===== src/rtl/host_mmio_ctrl_if.sv =====
// ---------------------------------------------------------------------------
// host_mmio_ctrl_if
// OBI-style data-bus bundle between the core (master) and host_mmio_ctrl
// (slave).
//   req    : master -> slave, bus request
//   we     : master -> slave, write enable
//   be     : master -> slave, byte enables
//   addr   : master -> slave, byte address
//   wdata  : master -> slave, write data
//   gnt    : slave -> master, grant (combinational on the request)
//   rvalid : slave -> master, response valid, one cycle after each grant
//   rdata  : slave -> master, read data, valid with rvalid
// ---------------------------------------------------------------------------
interface host_mmio_ctrl_if;
    logic        req;
    logic        we;
    logic [3:0]  be;
    logic [31:0] addr;
    logic [31:0] wdata;
    logic        gnt;
    logic        rvalid;
    logic [31:0] rdata;

    modport master (
        output req, we, be, addr, wdata,
        input  gnt, rvalid, rdata
    );

    modport slave (
        input  req, we, be, addr, wdata,
        output gnt, rvalid, rdata
    );
endinterface


===== src/rtl/host_mmio_ctrl.sv =====
// ---------------------------------------------------------------------------
// host_mmio_ctrl
// Host-interface peripheral on the core's data bus. Provides:
//   - an exit-code register (first full-word write wins, sticky valid),
//   - a buffered STDOUT byte FIFO with a valid/ready drain port,
//   - NUM_TIMERS programmable interrupt timers with W1C pending bits.
//
// Ports:
//   clk_i         clock
//   rst_i         asynchronous active-high reset
//   bus           host_mmio_ctrl_if.slave (req/we/be/addr/wdata -> gnt/rvalid/rdata)
//   char_valid_o  FIFO head valid
//   char_o        FIFO head byte (0 when empty)
//   char_ready_i  consumer pops the head when valid & ready
//   exit_valid_o  sticky: exit code captured
//   exit_code_o   captured exit code
//   irq_o         interrupt lines; bit IRQ_LSB+k = pending[k], others 0
//
// Register map (byte offsets from BASE_ADDR):
//   0x00 TOHOST   0x04 STDOUT   0x08 STATUS   0x0C PENDING (W1C)
//   0x20+8k PERIOD_k   0x24+8k CTRL_k {auto_reload, enable}
//
// Optional build macro: HOST_MMIO_CYCLE_CNT_EN adds a 64-bit free-running
// cycle counter readable at 0x10 (low, snapshots high) and 0x14 (high
// snapshot). Without it those offsets read 0.
// ---------------------------------------------------------------------------
module host_mmio_ctrl #(
    parameter logic [31:0] BASE_ADDR  = 32'h0001_0000,
    parameter int unsigned FIFO_DEPTH = 16,
    parameter int unsigned NUM_TIMERS = 2,
    parameter int unsigned IRQ_LSB    = 11
) (
    input  logic                    clk_i,
    input  logic                    rst_i,
    host_mmio_ctrl_if.slave         bus,
    output logic                    char_valid_o,
    output logic [7:0]              char_o,
    input  logic                    char_ready_i,
    output logic                    exit_valid_o,
    output logic [31:0]             exit_code_o,
    output logic [31:0]             irq_o
);

    localparam int unsigned PTR_W = (FIFO_DEPTH > 1) ? $clog2(FIFO_DEPTH) : 1;
    localparam int unsigned LVL_W = PTR_W + 1;

    localparam logic [7:0] OFF_TOHOST  = 8'h00;
    localparam logic [7:0] OFF_STDOUT  = 8'h04;
    localparam logic [7:0] OFF_STATUS  = 8'h08;
    localparam logic [7:0] OFF_PENDING = 8'h0C;
    localparam logic [7:0] OFF_CYC_LO  = 8'h10;
    localparam logic [7:0] OFF_CYC_HI  = 8'h14;

    // -----------------------------------------------------------------------
    // Address decode and grant
    // -----------------------------------------------------------------------
    logic       sel;
    logic [7:0] off;
    logic       fifo_full;
    logic       stdout_blocked;
    logic       wr_en;
    logic       rd_en;

    assign sel = (bus.addr[31:8] == BASE_ADDR[31:8]);
    assign off = bus.addr[7:0];

    // A STDOUT write against a full FIFO is held off rather than dropped.
    assign stdout_blocked = bus.we && (off == OFF_STDOUT) && fifo_full;

    // NOTE: gnt is combinational, so it is gated with rst_i explicitly;
    // registered outputs get their reset value from the async reset branch.
    assign bus.gnt = !rst_i && bus.req && sel && !stdout_blocked;

    assign wr_en = bus.gnt && bus.we;
    assign rd_en = bus.gnt && !bus.we;

    // Per-timer register hits, decoded once and shared by write and read paths.
    logic [NUM_TIMERS-1:0] period_hit;
    logic [NUM_TIMERS-1:0] ctrl_hit;

    always_comb begin
        period_hit = '0;
        ctrl_hit   = '0;
        for (int k = 0; k < int'(NUM_TIMERS); k++) begin
            period_hit[k] = (off == 8'(32'h20 + 8 * k));
            ctrl_hit[k]   = (off == 8'(32'h24 + 8 * k));
        end
    end

    // -----------------------------------------------------------------------
    // Exit-code register: first full-word write wins
    // -----------------------------------------------------------------------
    always_ff @(posedge clk_i or posedge rst_i) begin
        if (rst_i) begin
            exit_valid_o <= 1'b0;
            exit_code_o  <= '0;
        end else if (wr_en && (off == OFF_TOHOST) && (bus.be == 4'hF) && !exit_valid_o) begin
            exit_valid_o <= 1'b1;
            exit_code_o  <= bus.wdata;
        end
    end

    // -----------------------------------------------------------------------
    // STDOUT FIFO
    // -----------------------------------------------------------------------
    logic [7:0]       fifo_mem [FIFO_DEPTH];
    logic [PTR_W-1:0] wr_ptr;
    logic [PTR_W-1:0] rd_ptr;
    logic [LVL_W-1:0] level;
    logic             push;
    logic             pop;

    assign push         = wr_en && (off == OFF_STDOUT) && bus.be[0];
    assign char_valid_o = (level != '0);
    assign pop          = char_valid_o && char_ready_i;
    assign fifo_full    = (level == LVL_W'(FIFO_DEPTH));
    assign char_o       = char_valid_o ? fifo_mem[rd_ptr] : 8'h00;

    // Power-of-two depth lets the pointers wrap by plain overflow.
    always_ff @(posedge clk_i or posedge rst_i) begin
        if (rst_i) begin
            wr_ptr <= '0;
            rd_ptr <= '0;
            level  <= '0;
        end else begin
            if (push) wr_ptr <= wr_ptr + 1'b1;
            if (pop)  rd_ptr <= rd_ptr + 1'b1;
            level <= level + LVL_W'(push) - LVL_W'(pop);
        end
    end

    // NOTE: the storage array has no reset; an empty level makes stale
    // entries unobservable, and char_o is forced to 0 while empty.
    always_ff @(posedge clk_i) begin
        if (push) fifo_mem[wr_ptr] <= bus.wdata[7:0];
    end

    // -----------------------------------------------------------------------
    // Timers
    // -----------------------------------------------------------------------
    logic [31:0]           period [NUM_TIMERS];
    logic [31:0]           count  [NUM_TIMERS];
    logic [NUM_TIMERS-1:0] enable;
    logic [NUM_TIMERS-1:0] auto_reload;
    logic [NUM_TIMERS-1:0] pending;
    logic [NUM_TIMERS-1:0] fire;
    logic [NUM_TIMERS-1:0] pend_clr;

    // A count already past a shortened period keeps counting and only fires
    // after wrapping through 2^32-1, so an equality compare is sufficient.
    always_comb begin
        fire = '0;
        for (int k = 0; k < int'(NUM_TIMERS); k++) begin
            fire[k] = enable[k] && (period[k] != 32'd0) && (count[k] == period[k] - 32'd1);
        end
    end

    assign pend_clr = (wr_en && (off == OFF_PENDING) && bus.be[0])
                      ? bus.wdata[NUM_TIMERS-1:0] : '0;

    always_ff @(posedge clk_i or posedge rst_i) begin
        if (rst_i) begin
            enable      <= '0;
            auto_reload <= '0;
            pending     <= '0;
            for (int k = 0; k < int'(NUM_TIMERS); k++) begin
                period[k] <= '0;
                count[k]  <= '0;
            end
        end else begin
            // Set wins over a same-cycle W1C.
            pending <= (pending & ~pend_clr) | fire;
            for (int k = 0; k < int'(NUM_TIMERS); k++) begin
                if (wr_en && period_hit[k]) begin
                    for (int b = 0; b < 4; b++) begin
                        if (bus.be[b]) period[k][8*b +: 8] <= bus.wdata[8*b +: 8];
                    end
                end

                if (wr_en && ctrl_hit[k] && bus.be[0]) begin
                    enable[k]      <= bus.wdata[0];
                    auto_reload[k] <= bus.wdata[1];
                    if (bus.wdata[0]) count[k] <= '0;
                end else if (fire[k]) begin
                    count[k] <= '0;
                    if (!auto_reload[k]) enable[k] <= 1'b0;
                end else if (enable[k] && (period[k] != 32'd0)) begin
                    count[k] <= count[k] + 32'd1;
                end
            end
        end
    end

    always_comb begin
        irq_o = '0;
        for (int k = 0; k < int'(NUM_TIMERS); k++) begin
            irq_o[IRQ_LSB + k] = pending[k];
        end
    end

    // -----------------------------------------------------------------------
    // Optional cycle counter
    // -----------------------------------------------------------------------
`ifdef HOST_MMIO_CYCLE_CNT_EN
    logic [63:0] cycle_cnt;
    logic [31:0] cyc_hi_snap;

    // Reading the low word freezes the high word so a following high-word
    // read forms a coherent 64-bit value.
    always_ff @(posedge clk_i or posedge rst_i) begin
        if (rst_i) begin
            cycle_cnt   <= '0;
            cyc_hi_snap <= '0;
        end else begin
            cycle_cnt <= cycle_cnt + 64'd1;
            if (rd_en && (off == OFF_CYC_LO)) cyc_hi_snap <= cycle_cnt[63:32];
        end
    end
`else
    // No counter in this build; its offsets fall through to read-as-zero.
`endif

    // -----------------------------------------------------------------------
    // Read mux and response register
    // -----------------------------------------------------------------------
    logic [31:0] rd_mux;

    always_comb begin
        rd_mux = '0;
        case (off)
            OFF_TOHOST:  rd_mux = exit_code_o;
            OFF_STATUS:  rd_mux = {14'd0, exit_valid_o, fifo_full, 16'(level)};
            OFF_PENDING: rd_mux = 32'(pending);
`ifdef HOST_MMIO_CYCLE_CNT_EN
            OFF_CYC_LO:  rd_mux = cycle_cnt[31:0];
            OFF_CYC_HI:  rd_mux = cyc_hi_snap;
`else
            OFF_CYC_LO, OFF_CYC_HI: rd_mux = '0;
`endif
            default:     rd_mux = '0;
        endcase
        for (int k = 0; k < int'(NUM_TIMERS); k++) begin
            if (period_hit[k]) rd_mux = period[k];
            if (ctrl_hit[k])   rd_mux = {30'd0, auto_reload[k], enable[k]};
        end
    end

    always_ff @(posedge clk_i or posedge rst_i) begin
        if (rst_i) begin
            bus.rvalid <= 1'b0;
            bus.rdata  <= '0;
        end else begin
            bus.rvalid <= bus.gnt;
            bus.rdata  <= rd_en ? rd_mux : 32'd0;
        end
    end

endmodule


===== src/flat_wrapper.sv =====
// flat-port wrapper written by rule: the top's interface ports become plain ports
module host_mmio_ctrl_flat 
#(
    parameter logic [31:0] BASE_ADDR  = 32'h0001_0000,
    parameter int unsigned FIFO_DEPTH = 16,
    parameter int unsigned NUM_TIMERS = 2,
    parameter int unsigned IRQ_LSB    = 11
)
  (clk_i, rst_i, char_valid_o, char_o, char_ready_i, exit_valid_o, exit_code_o, irq_o, bus_req, bus_we, bus_be, bus_addr, bus_wdata, bus_gnt, bus_rvalid, bus_rdata);
  host_mmio_ctrl_if bus_i ();
  input  logic clk_i;
  input  logic rst_i;
  output logic char_valid_o;
  output logic [7:0] char_o;
  input  logic char_ready_i;
  output logic exit_valid_o;
  output logic [31:0] exit_code_o;
  output logic [31:0] irq_o;
  input wire logic [$bits(bus_i.req)-1:0] bus_req;
  input wire logic [$bits(bus_i.we)-1:0] bus_we;
  input wire logic [$bits(bus_i.be)-1:0] bus_be;
  input wire logic [$bits(bus_i.addr)-1:0] bus_addr;
  input wire logic [$bits(bus_i.wdata)-1:0] bus_wdata;
  output wire logic [$bits(bus_i.gnt)-1:0] bus_gnt;
  output wire logic [$bits(bus_i.rvalid)-1:0] bus_rvalid;
  output wire logic [$bits(bus_i.rdata)-1:0] bus_rdata;
  assign bus_i.req = bus_req;
  assign bus_i.we = bus_we;
  assign bus_i.be = bus_be;
  assign bus_i.addr = bus_addr;
  assign bus_i.wdata = bus_wdata;
  assign bus_gnt = bus_i.gnt;
  assign bus_rvalid = bus_i.rvalid;
  assign bus_rdata = bus_i.rdata;
  host_mmio_ctrl #(.BASE_ADDR(BASE_ADDR), .FIFO_DEPTH(FIFO_DEPTH), .NUM_TIMERS(NUM_TIMERS), .IRQ_LSB(IRQ_LSB)) u_core (.clk_i(clk_i), .rst_i(rst_i), .bus(bus_i), .char_valid_o(char_valid_o), .char_o(char_o), .char_ready_i(char_ready_i), .exit_valid_o(exit_valid_o), .exit_code_o(exit_code_o), .irq_o(irq_o));
endmodule

===== config.mk =====
export PLATFORM = sky130hd
export DESIGN_NAME = host_mmio_ctrl_flat
export DESIGN_NICKNAME = d
export VERILOG_FILES = /design/src/rtl/host_mmio_ctrl_if.sv /design/src/rtl/host_mmio_ctrl.sv /design/src/flat_wrapper.sv
export SDC_FILE = /design/constraint.sdc
export NUM_CORES = 1
export LEC_CHECK = 0
export ABC_AREA = 1
export CORE_ASPECT_RATIO = 0.6
export CORE_MARGIN = 5
export CORE_UTILIZATION = 30
export CTS_CLUSTER_DIAMETER = 40
export DETAILED_ROUTE_END_ITERATION = 16
export RECOVER_POWER = 100
export SLEW_MARGIN = 5
export SYNTH_ARGS = -nofsm -noshare
export SYNTH_HDL_FRONTEND = slang
export SYNTH_SLANG_ARGS = --single-unit

===== constraint.sdc =====
create_clock -name clk_i -period 18.07 [get_ports clk_i]
set_clock_uncertainty 0.1 [all_clocks]
set_input_delay 3.614 -clock clk_i [delete_from_list [all_inputs] [get_ports clk_i]]
set_output_delay 3.614 -clock clk_i [all_outputs]
set_load 0.005 [all_outputs]

---- Word level (Yosys, flattened, before mapping) ----
Memories as Yosys holds them, arrays and structs flattened.
Cells that the tools add are included.
cells by class
  add/subtract/negate cells ............... 8
  equal/unequal tests ..................... 16
  mux-type cells .......................... 23
  bitwise logic cells ..................... 3
  reductions and logical operators ........ 49
operators with widths
  operator               count
  $mux 32                12
  $pmux 32 s3            1
  $add 32x1->32 const B  2
  $eq 32x32->1           2
  $reduce_bool 32->1     2
  $sub 32x1->32 const B  2
  $eq 8x6->1 const B     4
  $logic_and 1x1->1      25
  $eq 24x9->1 const B    1
  $reduce_and 2->1       12
  $eq 8x4->1 const B     2
  $add 4x1->4 const B    2
  $eq 8x3->1 const B     1
  $logic_not 8->1        1
  $mux 1                 8
  $mux 8                 1
  $ne 2x2->1 const B     4
  $reduce_bool 3->1      2
  $add 5x1->5            1
  $eq 5x5->1 const B     1
  $reduce_bool 5->1      1
  $sub 5x1->5            1
  $eq 4x4->1 const B     1
  $logic_not 1->1        4
  other kinds (5)        6
word-level totals
  bits in registers ....................... 213
  bits in writable memories ............... 128
  input port bits ......................... 73
  word-level logic and storage cells ...... 122
  memories kept ........................... 1
memory list
  memory           words  width  read ports  clocked after memory_dff  wr ports  RTL line               source
  u_core.fifo_mem  16     8      1           0                         1         host_mmio_ctrl.sv:106  logic [7:0] fifo_mem [FIFO_DEPTH];

---- Longest topological paths before layout ----
  depth after elaboration ................. 12
  mapped depth ............................ 19
  mapped depth without buffers ............ 18

---- Worst setup path before layout ----
No wires, ideal clock.
  path type ............................... in2out
  start point ............................. input port bus_addr[1]
  end point ............................... output port bus_gnt
  data arrival time ....................... 4.273 ns
  setup slack ............................. 10.083 ns
  cell stages on the path ................. 6
  path buffers ............................ 0
  path through ............................ nor2_1 -> nand3_1 -> nor2_1 -> nand2_1 -> nand3_1 -> inv_1
between the ends
  word-level cells in the longest chain between the ends .. 5
ends and longest elaborated chain
  element                         RTL line              source
  start, declared                 flat_wrapper.sv:22    input wire logic [$bits(bus_i.addr)-1:0] bus_addr;
  $eq 8x3->1                      host_mmio_ctrl.sv:68  assign stdout_blocked = bus.we && (off == OFF_STDOUT) && fifo_full;
  $logic_and 1x1->1 (2 in a row)  host_mmio_ctrl.sv:68
  $logic_not 1->1                 host_mmio_ctrl.sv:72  assign bus.gnt = !rst_i && bus.req && sel && !stdout_blocked;
  $logic_and 1x1->1               host_mmio_ctrl.sv:72
  end, declared                   flat_wrapper.sv:24    output wire logic [$bits(bus_i.gnt)-1:0] bus_gnt;
No other way between the ends.

---- Worst setup path in the final report ----
Ends and elaborated chain as after synthesis.

==> implementation parameters <==
Parameter                              Value

Cells and area
  Filler Cells Inserted    6515
  Area delta synth->final    19.1%
  Diodes inserted    0
  Number of nets in the finished design    2591
  Fraction of layout instances using a drive strength above 1    4.53%
  Register area    9170 µm²
  Final instance count without filler cells    3376
  Multi-input gate area    8280 µm²

STA
  Final hold violation count    0
  Max Clock Freq    0.104 GHz
  Final-layout setup total negative slack    0 ns
  Final critical path time including I/O delays and setup    9.60 ns
  Slew of the pin with the lowest slew margin    3.72 ns
  Final count of pins violating max slew    476
  Slew margin rel.    -148%
  Setup Viol. Count Final    0
  Part of the cycle the worst path needs    53.2%
  Setup repair after global routing missed its margin    no

Flow run
  Max-cap check violation count    10

Route
  Via density per instance    4.96
  # DRC    0
  Post-route ant nets    0
  Via count    16700
  DRT iter0 DRCs    2049
  Drt wl/cell    18.3 µm
  Final wirelength    61700 µm
  First-pass detailed-route iteration total    5

Critical path
  Crit Reg-Reg Endpoint    u_core.count[49]$_DFFE_PP0P_
  Cell count of the worst reg-to-reg path    13
  Critical path startpoint    bus_addr[1]
  Worst Path Arrival    5.89 ns
  Worst-path cell with the longest stage delay    sky130_fd_sc_hd__dlygate4sd3_1
  Reg2Reg Launch Point    u_core.level[3]$_DFF_PP0_
  Crit-path max FO    4
  Critical path type    primary input to primary output
  Crit-path cells    dlygate4sd3_1 -> nor2_1 -> nand3_1 -> nor2_1 -> nand2_1 -> nand3_1 -> inv_1 -> dlygate4sd3_1
  Launching element type of the critical path    primary input
  Largest incremental delay on the critical path    0.59 ns
  Type of element capturing the critical path    primary output
  Required time worst endpoint    14.36 ns
  Setup slack of the worst register-to-register path    12.56 ns

Synth
  Top cells by count, synth    sky130_fd_sc_hd__nand2_1, sky130_fd_sc_hd__nor2_1, sky130_fd_sc_hd__inv_1
  Summed instance area of the synthesized netlist    19000 µm²
  Top area cells in the synthesized netlist    sky130_fd_sc_hd__dfrtp_1, sky130_fd_sc_hd__edfxtp_1, sky130_fd_sc_hd__nand2_1
  Synthesized flop and latch total    341
  Synth async-reset ratio    62.5%
  YS warnings    0
  Number of distinct library cells after synthesis    53
  Sequential-to-total area share from yosys stat    48.2%
  Yosys top cell area share    28.0%
  Average size of a mapped cell    8.04 µm²
  Synthesized netlist cell count    2369
  Number of synthesized flops with an enable pin    128
  Leading register cell type out of synthesis    sky130_fd_sc_hd__dfrtp_1
  Leading cell type by number of instances after synthesis    sky130_fd_sc_hd__nand2_1
  Post-synthesis cell type with the largest combined area    sky130_fd_sc_hd__dfrtp_1

Min path
  Min-Delay Path Depth    2
  Hold worst-path end    u_core.auto_reload[1]$_DFFE_PP0P_
  Class of the tightest hold or removal check    register to register
  Start point of the worst min-delay path    u_core.auto_reload[1]$_DFFE_PP0P_

Floorplan
  Initial core utilization    30.3%
  Standard-cell row count    71
  IO Count    181
  DIE AREA    68800 µm²
  Area inside the core boundary    62800 µm²
  Chip Width    335 µm
  Die height    205 µm

Clocking
  Total number of H-tree levels    2
  Postcts setup bufs    0
  TritonCTS clock tree    yes
  CTS Buf Count    45
  Post-CTS resize count    0
  Source-to-sink clock delay at the later pin of the worst-skew pair    0.60 ns
  Hold_buf cts    0
  CTS Buffer Depth    3
  Total clock sinks    341
  Clock-pin transition on the worst setup and hold timing paths    0.06 ns
  Clock root cell    sky130_fd_sc_hd__clkbuf_16

GRT
  Via count of the first global-routing pass    15200
  Grt ovf    0
  Wire length of the first global-routing pass    94400 µm
  GRT Overall Usage    17.5%
  Largest net degree at the start of global routing    79
  Antenna violations before repair    0

Power and ir drop
  Total Power    2.09 mW
  Max VDD drop    73.9 µV
  Total leakage power    10.4 nW
  Power per cell area    92.2 nW/µm²

Run status
  Result of the run    finished with violations
  Violated checks    capacitance limit, slew limit

Placed design
  Number of placed cells counting well taps    3294
  Total of buffers placed on input and output ports    150
  Weighted congestion at the end of routability-driven global placement    0.973
  Post-DP HPWL    45300 µm
-- cells by family (layout without fill, tap and decap cells) --
kind of cell	Yosys count	count (layout)	share of synthesized area, %
xor gates and xnor gates	129	129	6.08
buffers and inverters	399	538	8.81
DFF	341	341	48.2
other	1	30	0.0197
muxes	4	4	0.210
and+or+nand+nor	1169	1169	26.3
adders and majority gates	16	16	1.09
AOI/OAI and AO/OA	310	310	9.29
-- flip-flops by register name (all words and copies together) (netlist names) --
name / flops
u_core.fifo_mem: 128
u_core.count: 64
u_core.period: 64
u_core.bus.rdata: 32
u_core.exit_code_o: 32
u_core.level: 5
u_core.rd_ptr: 4
u_core.wr_ptr: 4
u_core.auto_reload: 2
u_core.enable: 2
u_core.pending: 2
u_core.bus.rvalid: 1
u_core.exit_valid_o: 1
-- where the power goes --
group	internal (mW)	switching (mW)	leakage, nW	total [mW]
Combinational	0.126	0.230	5.74	0.356
Sequential	0.815	0.0155	3.92	0.831
Clock	0.518	0.387	0.740	0.905
Total	1.46	0.632	10.4	2.09
-- critical path: cells and delay by family --
family                 cells  cell delay (ns)
buffers and inverters      3             1.21
and+or+nand+nor            5             1.07
-- worst max-delay path by stage --
stage	endpoint	slack [ns]	depth (start not counted)
2_1_floorplan	u_core.auto_reload[0]$_DFFE_PP0P_	8.53	1
5_1_grt	u_core.exit_code_o[27]$_DFFE_PP0P_	7.25	3
3_3_place_gp	bus_gnt	8.60	8
3_5_place_dp	bus_gnt	8.57	8
6_report	bus_gnt	8.47	8
4_1_cts	bus_gnt	8.56	8
-- final cells by class --
type | count | area share, %
clock buffers | 50 | 5.23
flip-flops and latches | 341 | 40.4
repair buffers | 165 | 6.92
well taps | 839 | 4.63
multi-input cells | 1658 | 36.5
clock inverters | 32 | 1.46
inverters | 291 | 4.82
-- stage by stage --
stage	setup slack (ns)	utilization, %	hold WS [ns]	area, µm²
after global placement	8.60	33.8	0.403	21200
after floorplan	8.53	-	0.357	19200
after detailed placement	8.57	33.8	0.400	21200
after CTS	8.56	36.2	0.416	22800
after global routing	7.25	36.1	0.444	22700
final	8.47	36.1	0.423	22700
-- layout by cell type, fill, tap and decap left out, drive strengths merged, types with 8 or more instances in the layout --
cell | synthesis | final
edfxtp | 128 | 128
clkbuf | 57 | 62
dlygate4sd3 | 0 | 90
o21bai | 8 | 8
o22ai | 20 | 20
a21oi | 49 | 49
o21ai | 185 | 185
dfrtp | 213 | 213
o221ai | 27 | 27
nor3 | 42 | 42
xnor2 | 37 | 37
nor4 | 11 | 11
a221oi | 13 | 13
inv | 289 | 302
conb | 1 | 30
nand3b | 11 | 11
clkinv | 2 | 15
ha | 15 | 15
xor2 | 90 | 90
nand2 | 554 | 554
clkdlybuf4s50 | 0 | 60
nand4 | 75 | 75
nor2 | 356 | 356
nand3 | 106 | 106
-- routing by layer --
layer	up-vias	GRT usage, %	part of all wire (%)
met3	58	4.17	11
met5	-	0	0
met4	0	3.37	1.3
li1	7971	-	-
met1	7967	29.3	51
met2	749	22.2	37
No activity file was read; power rests on OpenSTA's default activity.
